$ cat src/rtl/fp_addsub_unit_if.sv
// Operand/result bundle for fp_addsub_unit: request, operands, result, flags and idle.
// The master drives requests; the slave (the adder) returns results.
interface fp_addsub_if #(
    parameter int EXP_W = 7,
    parameter int MAN_W = 15
);
    logic             op_valid;
    logic             op_sub;
    logic             a_s;
    logic [EXP_W-1:0] a_e;
    logic [MAN_W-1:0] a_m;
    logic             b_s;
    logic [EXP_W-1:0] b_e;
    logic [MAN_W-1:0] b_m;
    logic             res_s;
    logic [EXP_W-1:0] res_e;
    logic [MAN_W-1:0] res_m;
    logic             res_valid;
    logic             ovf;
    logic             unf;
    logic             idle;

    modport master (
        output op_valid, op_sub, a_s, a_e, a_m, b_s, b_e, b_m,
        input  res_s, res_e, res_m, res_valid, ovf, unf, idle
    );

    modport slave (
        input  op_valid, op_sub, a_s, a_e, a_m, b_s, b_e, b_m,
        output res_s, res_e, res_m, res_valid, ovf, unf, idle
    );
endinterface

$ cat src/rtl/fp_addsub_unit.sv
// Sign/magnitude float add/sub, fixed-latency FSM: ALIGN, SHIFT, ADDSUB, NORM, DONE.
// Define FP_ADDSUB_ROUND_EN to insert a ROUND state (nearest, ties away from zero).
module fp_addsub_unit #(
    parameter int EXP_W = 7,
    parameter int MAN_W = 15
) (
    input  logic         clk,
    input  logic         reset,
    fp_addsub_if.slave   bus
);
    localparam int LZ_W  = $clog2(MAN_W + 1);
    localparam int RES_W = EXP_W + MAN_W + 3;
    localparam logic signed [EXP_W+1:0] E_MAX  = $signed({3'b000, {(EXP_W-1){1'b1}}});
    localparam logic signed [EXP_W+1:0] E_MIN  = $signed({3'b111, {(EXP_W-1){1'b0}}});
    localparam logic signed [EXP_W+1:0] E_ONE  = $signed({{(EXP_W+1){1'b0}}, 1'b1});
    localparam logic [EXP_W-1:0]        E_ZERO = {1'b1, {(EXP_W-1){1'b0}}};
    localparam logic [EXP_W-1:0]        E_TOP  = {1'b0, {(EXP_W-1){1'b1}}};
    localparam logic [EXP_W:0]          SH_LIM = (EXP_W+1)'(MAN_W + 1);

    typedef enum logic [2:0] {
        S_IDLE   = 3'd0,
        S_ALIGN  = 3'd1,
        S_SHIFT  = 3'd2,
        S_ADDSUB = 3'd3,
        S_NORM   = 3'd4,
        S_ROUND  = 3'd5,
        S_DONE   = 3'd6
    } state_t;

    // Result packing {ovf, unf, s, e, m} with zero, overflow saturation and underflow flush.
    function automatic logic [RES_W-1:0] pack_result(input logic s,
                                                     input logic signed [EXP_W+1:0] e,
                                                     input logic [MAN_W-1:0] m,
                                                     input logic z);
        logic [RES_W-1:0] r;
        if (z) begin
            r = {RES_W{1'b0}};
        end else if (e > E_MAX) begin
            r = {1'b1, 1'b0, s, E_TOP, {MAN_W{1'b1}}};
        end else if (e < E_MIN) begin
            r = {1'b0, 1'b1, {(RES_W-2){1'b0}}};
        end else begin
            r = {2'b00, s, e[EXP_W-1:0], m};
        end
        return r;
    endfunction

    state_t                   state_q;
    logic                     idle_q, res_valid_q, res_s_q, ovf_q, unf_q;
    logic [EXP_W-1:0]         res_e_q;
    logic [MAN_W-1:0]         res_m_q;
    logic                     xs_q, ys_q, sr_q;
    logic [EXP_W-1:0]         xe_q, ye_q;
    logic [MAN_W-1:0]         xm_q, ym_q;
    logic [EXP_W:0]           dmag_q;
    logic signed [EXP_W+1:0]  er_q;
    logic [MAN_W+1:0]         yw_q, mag_q;

    logic [EXP_W:0]           d_d, dmag_d;
    logic                     swap_d, neg_d, nz_d;
    logic [MAN_W+1:0]         yw_d, mag_d, xw_d;
    logic [MAN_W+2:0]         sum_d;
    logic [LZ_W-1:0]          lz_d;
    logic [MAN_W:0]           norm_d;
    logic [MAN_W-1:0]         nm_d;
    logic signed [EXP_W+1:0]  ne_d;

    // Exponent difference on EXP_W+1 bits; a negative difference means Y has the larger exponent.
    always_comb begin
        d_d    = {xe_q[EXP_W-1], xe_q} - {ye_q[EXP_W-1], ye_q};
        swap_d = d_d[EXP_W];
        dmag_d = swap_d ? ({(EXP_W+1){1'b0}} - d_d) : d_d;
    end

    // Alignment shift of the smaller operand into the carry/mantissa/guard word.
    always_comb begin
        yw_d = (dmag_q >= SH_LIM) ? {(MAN_W+2){1'b0}} : ({1'b0, ym_q, 1'b0} >> dmag_q);
    end

    // Magnitude add/subtract; a borrow out means Y > X, so negate and flip the sign.
    always_comb begin
        xw_d  = {1'b0, xm_q, 1'b0};
        sum_d = (xs_q == ys_q) ? ({1'b0, xw_d} + {1'b0, yw_q}) : ({1'b0, xw_d} - {1'b0, yw_q});
        neg_d = (xs_q != ys_q) && sum_d[MAN_W+2];
        if (neg_d) begin
            mag_d = ~sum_d[MAN_W+1:0] + {{(MAN_W+1){1'b0}}, 1'b1};
        end else begin
            mag_d = sum_d[MAN_W+1:0];
        end
    end

    // Normalisation: carry shifts right, otherwise shift left by leading-zero count (guard shifts in).
    always_comb begin
        lz_d = {LZ_W{1'b0}};
        for (int i = 0; i <= MAN_W; i++) begin
            lz_d = mag_q[i] ? LZ_W'(MAN_W - i) : lz_d;
        end
        nz_d = (mag_q == {(MAN_W+2){1'b0}});
        if (mag_q[MAN_W+1]) begin
            norm_d = mag_q[MAN_W+1:1];
            ne_d   = er_q + E_ONE;
        end else begin
            norm_d = mag_q[MAN_W:0] << lz_d;
            ne_d   = er_q - $signed({{(EXP_W+2-LZ_W){1'b0}}, lz_d});
        end
        nm_d = MAN_W'(norm_d >> 1);
    end

`ifdef FP_ADDSUB_ROUND_EN
    logic [MAN_W-1:0]        nm_q, rm_d;
    logic                    ng_q, nz_q;
    logic signed [EXP_W+1:0] ne_q, re_d;
    logic [MAN_W:0]          inc_d;

    // Ties-away rounding only needs the guard bit: any sticky bits cannot change the decision.
    always_comb begin
        inc_d = {1'b0, nm_q} + {{MAN_W{1'b0}}, ng_q};
        if (inc_d[MAN_W]) begin
            rm_d = {1'b1, {(MAN_W-1){1'b0}}};
            re_d = ne_q + E_ONE;
        end else begin
            rm_d = inc_d[MAN_W-1:0];
            re_d = ne_q;
        end
    end
`endif

    // Pipeline FSM with registered datapath and outputs.
    always_ff @(posedge clk or posedge reset) begin
        if (reset) begin
            state_q     <= S_IDLE;
            idle_q      <= 1'b1;
            res_valid_q <= 1'b0;
            res_s_q     <= 1'b0;
            res_e_q     <= {EXP_W{1'b0}};
            res_m_q     <= {MAN_W{1'b0}};
            ovf_q       <= 1'b0;
            unf_q       <= 1'b0;
            xs_q        <= 1'b0;
            ys_q        <= 1'b0;
            sr_q        <= 1'b0;
            xe_q        <= {EXP_W{1'b0}};
            ye_q        <= {EXP_W{1'b0}};
            xm_q        <= {MAN_W{1'b0}};
            ym_q        <= {MAN_W{1'b0}};
            dmag_q      <= {(EXP_W+1){1'b0}};
            er_q        <= {(EXP_W+2){1'b0}};
            yw_q        <= {(MAN_W+2){1'b0}};
            mag_q       <= {(MAN_W+2){1'b0}};
`ifdef FP_ADDSUB_ROUND_EN
            nm_q        <= {MAN_W{1'b0}};
            ng_q        <= 1'b0;
            nz_q        <= 1'b0;
            ne_q        <= {(EXP_W+2){1'b0}};
`endif
        end else begin
            case (state_q)
                S_IDLE: begin
                    if (bus.op_valid) begin
                        xs_q    <= bus.a_s;
                        xe_q    <= (bus.a_m == {MAN_W{1'b0}}) ? E_ZERO : bus.a_e;
                        xm_q    <= bus.a_m;
                        ys_q    <= bus.b_s ^ bus.op_sub;
                        ye_q    <= (bus.b_m == {MAN_W{1'b0}}) ? E_ZERO : bus.b_e;
                        ym_q    <= bus.b_m;
                        idle_q  <= 1'b0;
                        state_q <= S_ALIGN;
                    end
                end
                S_ALIGN: begin
                    dmag_q <= dmag_d;
                    if (swap_d) begin
                        xs_q <= ys_q;
                        ys_q <= xs_q;
                        xm_q <= ym_q;
                        ym_q <= xm_q;
                        sr_q <= ys_q;
                        er_q <= $signed({{2{ye_q[EXP_W-1]}}, ye_q});
                    end else begin
                        sr_q <= xs_q;
                        er_q <= $signed({{2{xe_q[EXP_W-1]}}, xe_q});
                    end
                    state_q <= S_SHIFT;
                end
                S_SHIFT: begin
                    yw_q    <= yw_d;
                    state_q <= S_ADDSUB;
                end
                S_ADDSUB: begin
                    mag_q   <= mag_d;
                    sr_q    <= sr_q ^ neg_d;
                    state_q <= S_NORM;
                end
`ifdef FP_ADDSUB_ROUND_EN
                S_NORM: begin
                    nm_q    <= nm_d;
                    ng_q    <= norm_d[0];
                    nz_q    <= nz_d;
                    ne_q    <= ne_d;
                    state_q <= S_ROUND;
                end
                S_ROUND: begin
                    {ovf_q, unf_q, res_s_q, res_e_q, res_m_q} <= pack_result(sr_q, re_d, rm_d, nz_q);
                    res_valid_q <= 1'b1;
                    state_q     <= S_DONE;
                end
`else
                S_NORM: begin
                    {ovf_q, unf_q, res_s_q, res_e_q, res_m_q} <= pack_result(sr_q, ne_d, nm_d, nz_d);
                    res_valid_q <= 1'b1;
                    state_q     <= S_DONE;
                end
`endif
                S_DONE: begin
                    res_valid_q <= 1'b0;
                    idle_q      <= 1'b1;
                    state_q     <= S_IDLE;
                end
                default: begin
                    res_valid_q <= 1'b0;
                    idle_q      <= 1'b1;
                    state_q     <= S_IDLE;
                end
            endcase
        end
    end

    assign bus.res_s     = res_s_q;
    assign bus.res_e     = res_e_q;
    assign bus.res_m     = res_m_q;
    assign bus.res_valid = res_valid_q;
    assign bus.ovf       = ovf_q;
    assign bus.unf       = unf_q;
    assign bus.idle      = idle_q;
endmodule
$ cat src/flat_wrapper.sv
// flat-port wrapper written by rule: the top's interface ports become plain ports
module fp_addsub_unit_flat 
#(
    parameter int EXP_W = 7,
    parameter int MAN_W = 15
)
  (clk, reset, bus_op_valid, bus_op_sub, bus_a_s, bus_a_e, bus_a_m, bus_b_s, bus_b_e, bus_b_m, bus_res_s, bus_res_e, bus_res_m, bus_res_valid, bus_ovf, bus_unf, bus_idle);
  fp_addsub_if #(.EXP_W(EXP_W), .MAN_W(MAN_W)) bus_i ();
  input  logic clk;
  input  logic reset;
  input wire logic [$bits(bus_i.op_valid)-1:0] bus_op_valid;
  input wire logic [$bits(bus_i.op_sub)-1:0] bus_op_sub;
  input wire logic [$bits(bus_i.a_s)-1:0] bus_a_s;
  input wire logic [$bits(bus_i.a_e)-1:0] bus_a_e;
  input wire logic [$bits(bus_i.a_m)-1:0] bus_a_m;
  input wire logic [$bits(bus_i.b_s)-1:0] bus_b_s;
  input wire logic [$bits(bus_i.b_e)-1:0] bus_b_e;
  input wire logic [$bits(bus_i.b_m)-1:0] bus_b_m;
  output wire logic [$bits(bus_i.res_s)-1:0] bus_res_s;
  output wire logic [$bits(bus_i.res_e)-1:0] bus_res_e;
  output wire logic [$bits(bus_i.res_m)-1:0] bus_res_m;
  output wire logic [$bits(bus_i.res_valid)-1:0] bus_res_valid;
  output wire logic [$bits(bus_i.ovf)-1:0] bus_ovf;
  output wire logic [$bits(bus_i.unf)-1:0] bus_unf;
  output wire logic [$bits(bus_i.idle)-1:0] bus_idle;
  assign bus_i.op_valid = bus_op_valid;
  assign bus_i.op_sub = bus_op_sub;
  assign bus_i.a_s = bus_a_s;
  assign bus_i.a_e = bus_a_e;
  assign bus_i.a_m = bus_a_m;
  assign bus_i.b_s = bus_b_s;
  assign bus_i.b_e = bus_b_e;
  assign bus_i.b_m = bus_b_m;
  assign bus_res_s = bus_i.res_s;
  assign bus_res_e = bus_i.res_e;
  assign bus_res_m = bus_i.res_m;
  assign bus_res_valid = bus_i.res_valid;
  assign bus_ovf = bus_i.ovf;
  assign bus_unf = bus_i.unf;
  assign bus_idle = bus_i.idle;
  fp_addsub_unit #(.EXP_W(EXP_W), .MAN_W(MAN_W)) u_core (.clk(clk), .reset(reset), .bus(bus_i));
endmodule
$ cat config.mk
export PLATFORM = sky130hd
export DESIGN_NAME = fp_addsub_unit_flat
export DESIGN_NICKNAME = d
export VERILOG_FILES = /design/src/rtl/fp_addsub_unit_if.sv /design/src/rtl/fp_addsub_unit.sv /design/src/flat_wrapper.sv
export SDC_FILE = /design/constraint.sdc
export NUM_CORES = 1
export LEC_CHECK = 0
export BUFFER_PORTS_ARGS = -buffer_cell sky130_fd_sc_hd__buf_2
export CORE_AREA = 2 2 142 131
export DETAILED_ROUTE_END_ITERATION = 10
export DIE_AREA = 0 0 144 133
export GPL_ROUTABILITY_DRIVEN = 0
export PLACE_DENSITY = 0.73
export RECOVER_POWER = 50
export SYNTH_ARGS = -nofsm -noshare
export SYNTH_HDL_FRONTEND = slang
export SYNTH_SLANG_ARGS = --single-unit
$ cat constraint.sdc
create_clock -name clk -period 5.7 [get_ports clk]
set_input_delay 1.14 -clock clk [delete_from_list [all_inputs] [get_ports clk]]
set_output_delay 1.14 -clock clk [all_outputs]
set_load 0.02 [all_outputs]
==> results of run 1 <==
-- placed cells by master, fill, tap and decap left out, types with 9 or more instances in the layout --
cell	synthesis	routed
a21o_1	10	10
a21oi_1	62	62
a221oi_1	10	10
a22o_1	26	26
a31oi_1	15	15
buf_2	11	48
buf_4	3	10
clkbuf_1	58	31
clkbuf_16	0	17
dfrtp_1	124	124
ha_1	49	49
inv_1	59	58
mux2i_1	63	63
nand2_1	138	138
nand2b_1	16	15
nand3_1	16	16
nor2_1	77	77
nor2b_1	19	19
nor3_1	28	28
nor4_1	15	15
o211ai_1	12	12
o21a_1	10	9
o21ai_0	109	109
o31ai_1	11	11
xnor2_1	18	17
xor2_1	20	20
-- kinds of logic after synthesis --
family | after synthesis | synth area share (%)
simple gates | 359 | 17.84
mux | 76 | 8.401
compound gates | 347 | 24.38
flops | 125 | 32.73
xor+xnor | 39 | 3.651
fa+ha+maj | 53 | 7.249
buf+inv | 138 | 5.757
-- flip-flops by register name, indices dropped and copies added (netlist names), 3 cells and up --
name              cells
u_core.bus.res_e      7
u_core.bus.res_m     15
u_core.dmag_q         8
u_core.er_q           7
u_core.mag_q         17
u_core.state_q        3
u_core.xe_q           7
u_core.xm_q          15
u_core.ye_q           7
u_core.ym_q          15
u_core.yw_q          16
-- cell type report --
type	count	area share, %
Multi-Input combinational cell	874	55.72
Sequential cell	125	29.57
Timing Repair Buffer	89	4.090
Clock buffer	18	4.055
Tap cell	245	2.896
Inverter	61	2.175
Clock inverter	14	1.501
-- cell usage after synthesis (16+ instances only) --
master / number / share of area, %
nor3_1: 28 / 1.5
mux2i_1: 63 / 6.6
inv_1: 59 / 2.3
clkbuf_1: 58 / 2.3
xor2_1: 20 / 1.8
o21ai_0: 109 / 5.7
nor2b_1: 19 / 1.2
dfrtp_1: 124 / 32
nand3_1: 16 / 0.84
xnor2_1: 18 / 1.6
a21oi_1: 62 / 3.2
a22o_1: 26 / 2.4
nand2_1: 138 / 5.4
nor2_1: 77 / 3.0
ha_1: 49 / 6.4
nand2b_1: 16 / 1.0
-- how the worst max path moves through the flow --
stage,depth (start not counted),to
floorplan,1,u_core.bus.ovf
global placement,17,u_core.bus.res_m[9]
detailed placement,17,u_core.bus.res_m[9]
CTS,17,u_core.bus.res_m[9]
global route,16,u_core.bus.res_m[9]
finish,17,u_core.bus.res_m[9]
-- per-layer routing --
metal  global-route usage (%)  share of wire, %  vias up
li1                         -                 -     4197
met1                    36.57                48     3967
met2                    38.36                44      284
met3                    5.501               5.8       54
met4                    8.606               2.1        0
met5                        0                 0        -
-- worst max-delay path, delay by kind of cell, from the launching register on --
kind,cells,cell delay (ns)
and+or+nand+nor,3,0.84
DFF,1,0.47
buffers and inverters,2,0.42
adders and majority gates,2,0.61
AOI/OAI and AO/OA,10,2.78
-- through the flow --
stage / instances / instance area, sq um / utilization, % / hold slack (ns)
global placement: 1394 / 10040 / 56.34 / 0.4554
global route: 1426 / 10580 / 59.40 / 0.4857
floorplan: 1137 / 9562 / - / 0.4563
finish: 1426 / 10580 / 59.40 / 0.4657
detailed placement: 1394 / 10040 / 56.34 / 0.4519
CTS: 1426 / 10630 / 59.64 / 0.4645
==> reports/results.tsv, run 1 <==
stage	metric	value	unit
outcome	status	complete, but fails checks	
outcome	violations	max-capacitance violations, max-slew violations	
setup_path	rr_startpoint	u_core.mag_q[4]	
clock_tree	postCtsSetupRepairBufs	0	
synth	synthCells	1137	
setup_path	crit_fanout	12	
final_layout	synthToLayoutAreaGrowth	10.69	%
clock_tree	cts-buffers-inserted	17	
final_layout	final-seq-area	0.003129	sq mm
detailed_routing	dr.pass1.iters	6	
sta	skew	0.01892	ns
synth	synth_edf_count	0	
final_layout	fillers	1585	
setup_path	worstPathArrival	5.54	ns
setup_path	critPathRequiredTime	6.03	ns
synth	ys.flop_type	dfrtp_1	
setup_path	r2r-end	u_core.bus.res_m[9]	
clock_tree	clk_pin_slew	0.06	ns
setup_path	r2r_cells	17	
final_layout	drive_above_1_share	10.33	%
detailed_routing	routed_via_density	5.962	
sta	maxSlewHeadroom	-115.4	%
final_layout	multi_input_area	0.005897	sq mm
job	cap_violations	3	
floorplanning	core	0.01782	sq mm
final_layout	antenna_cells	0	
setup_path	path_class	flop to flop	
clock_tree	ctsResizeCount	0	
detailed_routing	num_vias	8502	
setup_path	slowest_stage	nor2b_1	
detailed_routing	wl_per_cell	16.53	microns
detailed_routing	drt_iter0_drc	608	
global_route	grt_first_pass_wirelength	39350	microns
floorplanning	chipWidth	144	microns
clock_tree	cts.sinks	125	
sta	hold_violations	0	
synth	ys_types	86	
worst_hold_path	holdCritStartpoint	u_core.bus.res_e[1]	
floorplanning	start_util	53.66	%
setup_path	crit_chain	inv_1, a221o_1, a211oi_2, o21bai_2, a31oi_1, nor2_1, ha_1, nor2b_1, ha_1, o21ai_0, a21boi_0, o21a_1, o211ai_1, a32oi_1, nor2b_1, inv_1, o31ai_1	
worst_hold_path	hold_depth	2	
sta	fin_ws	0.4853	ns
clock_tree	cts_tree	built	
sta	rsz0062_at_grt	no	
detailed_routing	drtAntennaViolNets	0	
global_route	grt_usage	25.52	%
synth	yosys_warnings	0	
synth	ys_seq_area_share	32.73	%
synth	avgSynthCellArea	8.410	sq um
floorplanning	fp.dieArea	0.01915	sq mm
synth	syn_nets	1240	
floorplanning	pin_count	77	
clock_tree	cts-htree-levels	4	
global_route	grt_overflow	0	
sta	fin_tns_setup	0	ns
clock_tree	cts_hold_buf	0	
final_layout	nets	1271	
global_route	grt_pass1_vias	7948	
global_route	grt_max_degree	74	
worst_hold_path	min_path_type	flop to flop	
setup_path	cp-start-kind	flop	
clock_tree	clock_path_buffers	2	
place	dpl.hpwl	17440	microns
setup_path	slowest_delay	0.62	ns
global_route	antenna_found_initial	0	
detailed_routing	drc	0	
setup_path	rrSetupSlack	0.49	ns
sta	finalCritPeriodShare	91.49	%
setup_path	setup.worst_path.end_class	flop	
clock_tree	clock_latency	0.44	ns
sta	fin_crit	5.215	ns
sta	finalSetupViolations	0	
place	port-buffer-count	76	
synth	async_reset_ff_share	100.0	%
floorplanning	die_y	133	microns
floorplanning	row_count	47	
clock_tree	cts_root_buffer	clkbuf_16	
sta	worst_pin_slew	3.213	ns
sta	drv_slew	179	
synth	synth_area	0.009562	sq mm
worst_hold_path	whs_endpoint	u_core.bus.res_e[1]	
place	place_ws	0.6358	ns
synth	ys_ff_latch	125	
sta	fmax	191.8	MHz
setup_path	cp-startpoint	u_core.mag_q[4]	
detailed_routing	routed_wl	23570	microns
Power of run 1 is not shown: default switching activity piles up to over one toggle a cycle in this logic, so the estimate is an artifact.
==> run 2, diff against run 1 <==
--- a/config.mk
+++ b/config.mk
@@ -10,7 +10,7 @@
 export DETAILED_ROUTE_END_ITERATION = 10
 export DIE_AREA = 0 0 144 133
 export GPL_ROUTABILITY_DRIVEN = 0
-export PLACE_DENSITY = 0.73
+export PLACE_DENSITY = 0.72
 export RECOVER_POWER = 50
 export SYNTH_ARGS = -nofsm -noshare
 export SYNTH_HDL_FRONTEND = slang
==> constraint.sdc (replaced) <==
create_clock -name clk -period 4.8 [get_ports clk]
set_input_delay 0.96 -clock clk [delete_from_list [all_inputs] [get_ports clk]]
set_output_delay 0.96 -clock clk [all_outputs]
set_load 0.02 [all_outputs]
==> run 2 against run 1 <==
The run still ends with max-capacitance violations, max-slew violations left. Cell count up 0.56%. Final area rose by 1.0%. Largest cell class unchanged. Non-clock buffer count up 8. Critical path type unchanged. Critical endpoint is now u_core.bus.res_e[4]. Sequential share of layout area decreased by 0.30 points. Highest routed layer unchanged. Global-route usage hardly changed. First-iteration DRC count fell by 1.5%. Sequential cell count unchanged.
==> reports/results.tsv, run 2 (synthesis gave the netlist of run 1 again) <==
stage	metric	value	unit	change
outcome	status	complete, but fails checks		
outcome	violations	max-capacitance violations, max-slew violations		
detailed_routing	routed_via_density	5.996		+0.56%
floorplanning	chipWidth	144	microns	unchanged
setup_path	crit_fanout	17		+5
clock_tree	clk_pin_slew	0.06	ns	about the same
clock_tree	clock_path_buffers	2		unchanged
floorplanning	start_util	53.66	%	unchanged
sta	worst_pin_slew	3.036	ns	-0.1772 ns
final_layout	final_util	60.02	%	+0.62 points
place	dpl.hpwl	17800	microns	+2.1%
detailed_routing	routed_wl	23730	microns	+0.71%
setup_path	critPathRequiredTime	5.12	ns	-0.91 ns
setup_path	r2r_cells	18		+1
sta	maxSlewHeadroom	-102.4	%	+13 points
global_route	grt_pass1_vias	7903		-0.57%
final_layout	final_cell_mix	138 x nand2_1, 124 x dfrtp_1, 109 x o21ai_0, 77 x nor2_1, 69 x buf_2		
global_route	antenna_found_initial	0		unchanged
floorplanning	pin_count	77		unchanged
global_route	grt_max_degree	63		-15%
sta	finalSetupViolations	0		unchanged
final_layout	instances_no_fill	1434		+0.56%
final_layout	multi_input_area	0.005912	sq mm	+0.25%
global_route	grt_usage	25.53	%	about the same
final_layout	fillers	1529		-3.5%
worst_hold_path	holdCritStartpoint	u_core.bus.res_e[0]		
final_layout	synthToLayoutAreaGrowth	11.84	%	
clock_tree	cts-htree-levels	4		unchanged
setup_path	setup.worst_path.end_class	flop		
sta	finalCritPeriodShare	93.98	%	+2.5 points
final_layout	largest_register	u_core.mag_q		
detailed_routing	drt_iter0_drc	599		-1.5%
clock_tree	clock_latency	0.43	ns	about the same
detailed_routing	wl_per_cell	16.55	microns	+0.15%
final_layout	largest_reg_flops	17		unchanged
detailed_routing	num_vias	8598		+1.1%
sta	skew	0.01487	ns	-0.004053 ns
final_layout	final_common_cell	nand2_1		
place	postPlaceCellArea	0.01010	sq mm	+0.59%
sta	fin_crit	4.511	ns	-0.7035 ns
final_layout	nets	1279		+0.63%
detailed_routing	drc	0		unchanged
clock_tree	cts-buffers-inserted	17		unchanged
floorplanning	fp.dieArea	0.01915	sq mm	unchanged
setup_path	cp-start-kind	flop		
job	cap_violations	5		+2
clock_tree	ctsResizeCount	0		unchanged
floorplanning	core	0.01782	sq mm	unchanged
final_layout	reg_top3	u_core.mag_q: 17 flops, u_core.yw_q: 16 flops		
detailed_routing	drtAntennaViolNets	0		unchanged
setup_path	rr_startpoint	u_core.mag_q[1]		
sta	fmax	221.7	MHz	+16%
place	port-buffer-count	76		unchanged
final_layout	antenna_cells	0		unchanged
clock_tree	cts_hold_buf	0		unchanged
sta	drv_slew	234		+31%
setup_path	path_class	flop to flop		
setup_path	worstPathArrival	4.83	ns	-0.71 ns
setup_path	rrSetupSlack	0.29	ns	-0.20 ns
clock_tree	postCtsSetupRepairBufs	0		unchanged
setup_path	cp-startpoint	u_core.mag_q[1]		
final_layout	drive_above_1_share	12.78	%	+2.5 points
worst_hold_path	hold_depth	2		unchanged
detailed_routing	dr.pass1.iters	6		unchanged
setup_path	r2r-end	u_core.bus.res_e[4]		
sta	hold_violations	0		unchanged
final_layout	final-seq-area	0.003129	sq mm	unchanged
clock_tree	cts_tree	built		
global_route	grt_first_pass_wirelength	39430	microns	+0.19%
clock_tree	cts_root_buffer	clkbuf_16		
floorplanning	die_y	133	microns	unchanged
clock_tree	cts.sinks	125		unchanged
floorplanning	row_count	47		unchanged
final_layout	final_area	0.01069	sq mm	+1.0%
worst_hold_path	whs_endpoint	u_core.bus.res_e[0]		
worst_hold_path	min_path_type	flop to flop		
global_route	grt_overflow	0		unchanged
place	dp_cells	1402		+0.57%
[run 2: cell type report]
| cell class | instances | area share (%) |
|---|---|---|
| Tap cell | 245 | 2.867 |
| Timing Repair Buffer | 97 | 4.809 |
| Sequential cell | 125 | 29.26 |
| Multi-Input combinational cell | 874 | 55.28 |
| Inverter | 61 | 2.153 |
| Clock inverter | 15 | 1.650 |
| Clock buffer | 17 | 3.978 |
[run 2: metrics by stage]
stage          setup TNS [ns]  worst slack [ns]  hold slack, ns
5_1_grt              -0.07553          -0.04200          0.4929
6_report                    0            0.2888          0.4628
3_5_place_dp                0            0.2948          0.4521
2_1_floorplan               0            0.4614          0.4563
3_3_place_gp                0            0.4498          0.4581
4_1_cts                     0            0.2681          0.4651
[run 2: metal layers]
metal | vias up | share of wire (%) | global-route usage [%]
li1 | 4205 | - | -
met1 | 4035 | 46 | 36.47
met2 | 304 | 47 | 39.42
met3 | 54 | 5.2 | 4.126
met4 | 0 | 2.2 | 8.824
met5 | - | 0 | 0
[run 2: worst max-delay path by stage]
| stage | endpoint | slack (ns) |
|---|---|---|
| floorplan | u_core.bus.res_m[13] | 0.46 |
| global placement | u_core.bus.res_m[9] | 0.45 |
| detailed placement | u_core.bus.res_e[4] | 0.29 |
| CTS | u_core.bus.res_e[4] | 0.27 |
| global route | u_core.bus.res_m[13] | -0.04 |
| finish | u_core.bus.res_e[4] | 0.29 |
[run 2: critical path, stage by stage, from the launching register on]
cell and delay [ns]:
dfrtp_1 0.44, nand2b_1 0.17, a221o_1 0.33, a211oi_2 0.32
o21bai_1 0.13, a31oi_1 0.29, nor2_1 0.08, ha_1 0.28
nor2b_1 0.13, ha_1 0.32, o21ai_0 0.11, a21boi_0 0.35
o21a_1 0.26, o211ai_1 0.10, a32oi_1 0.27, nor2b_1 0.17
buf_4 0.22, inv_1 0.16, o31ai_1 0.27
Power of run 2 is left out for the same reason.
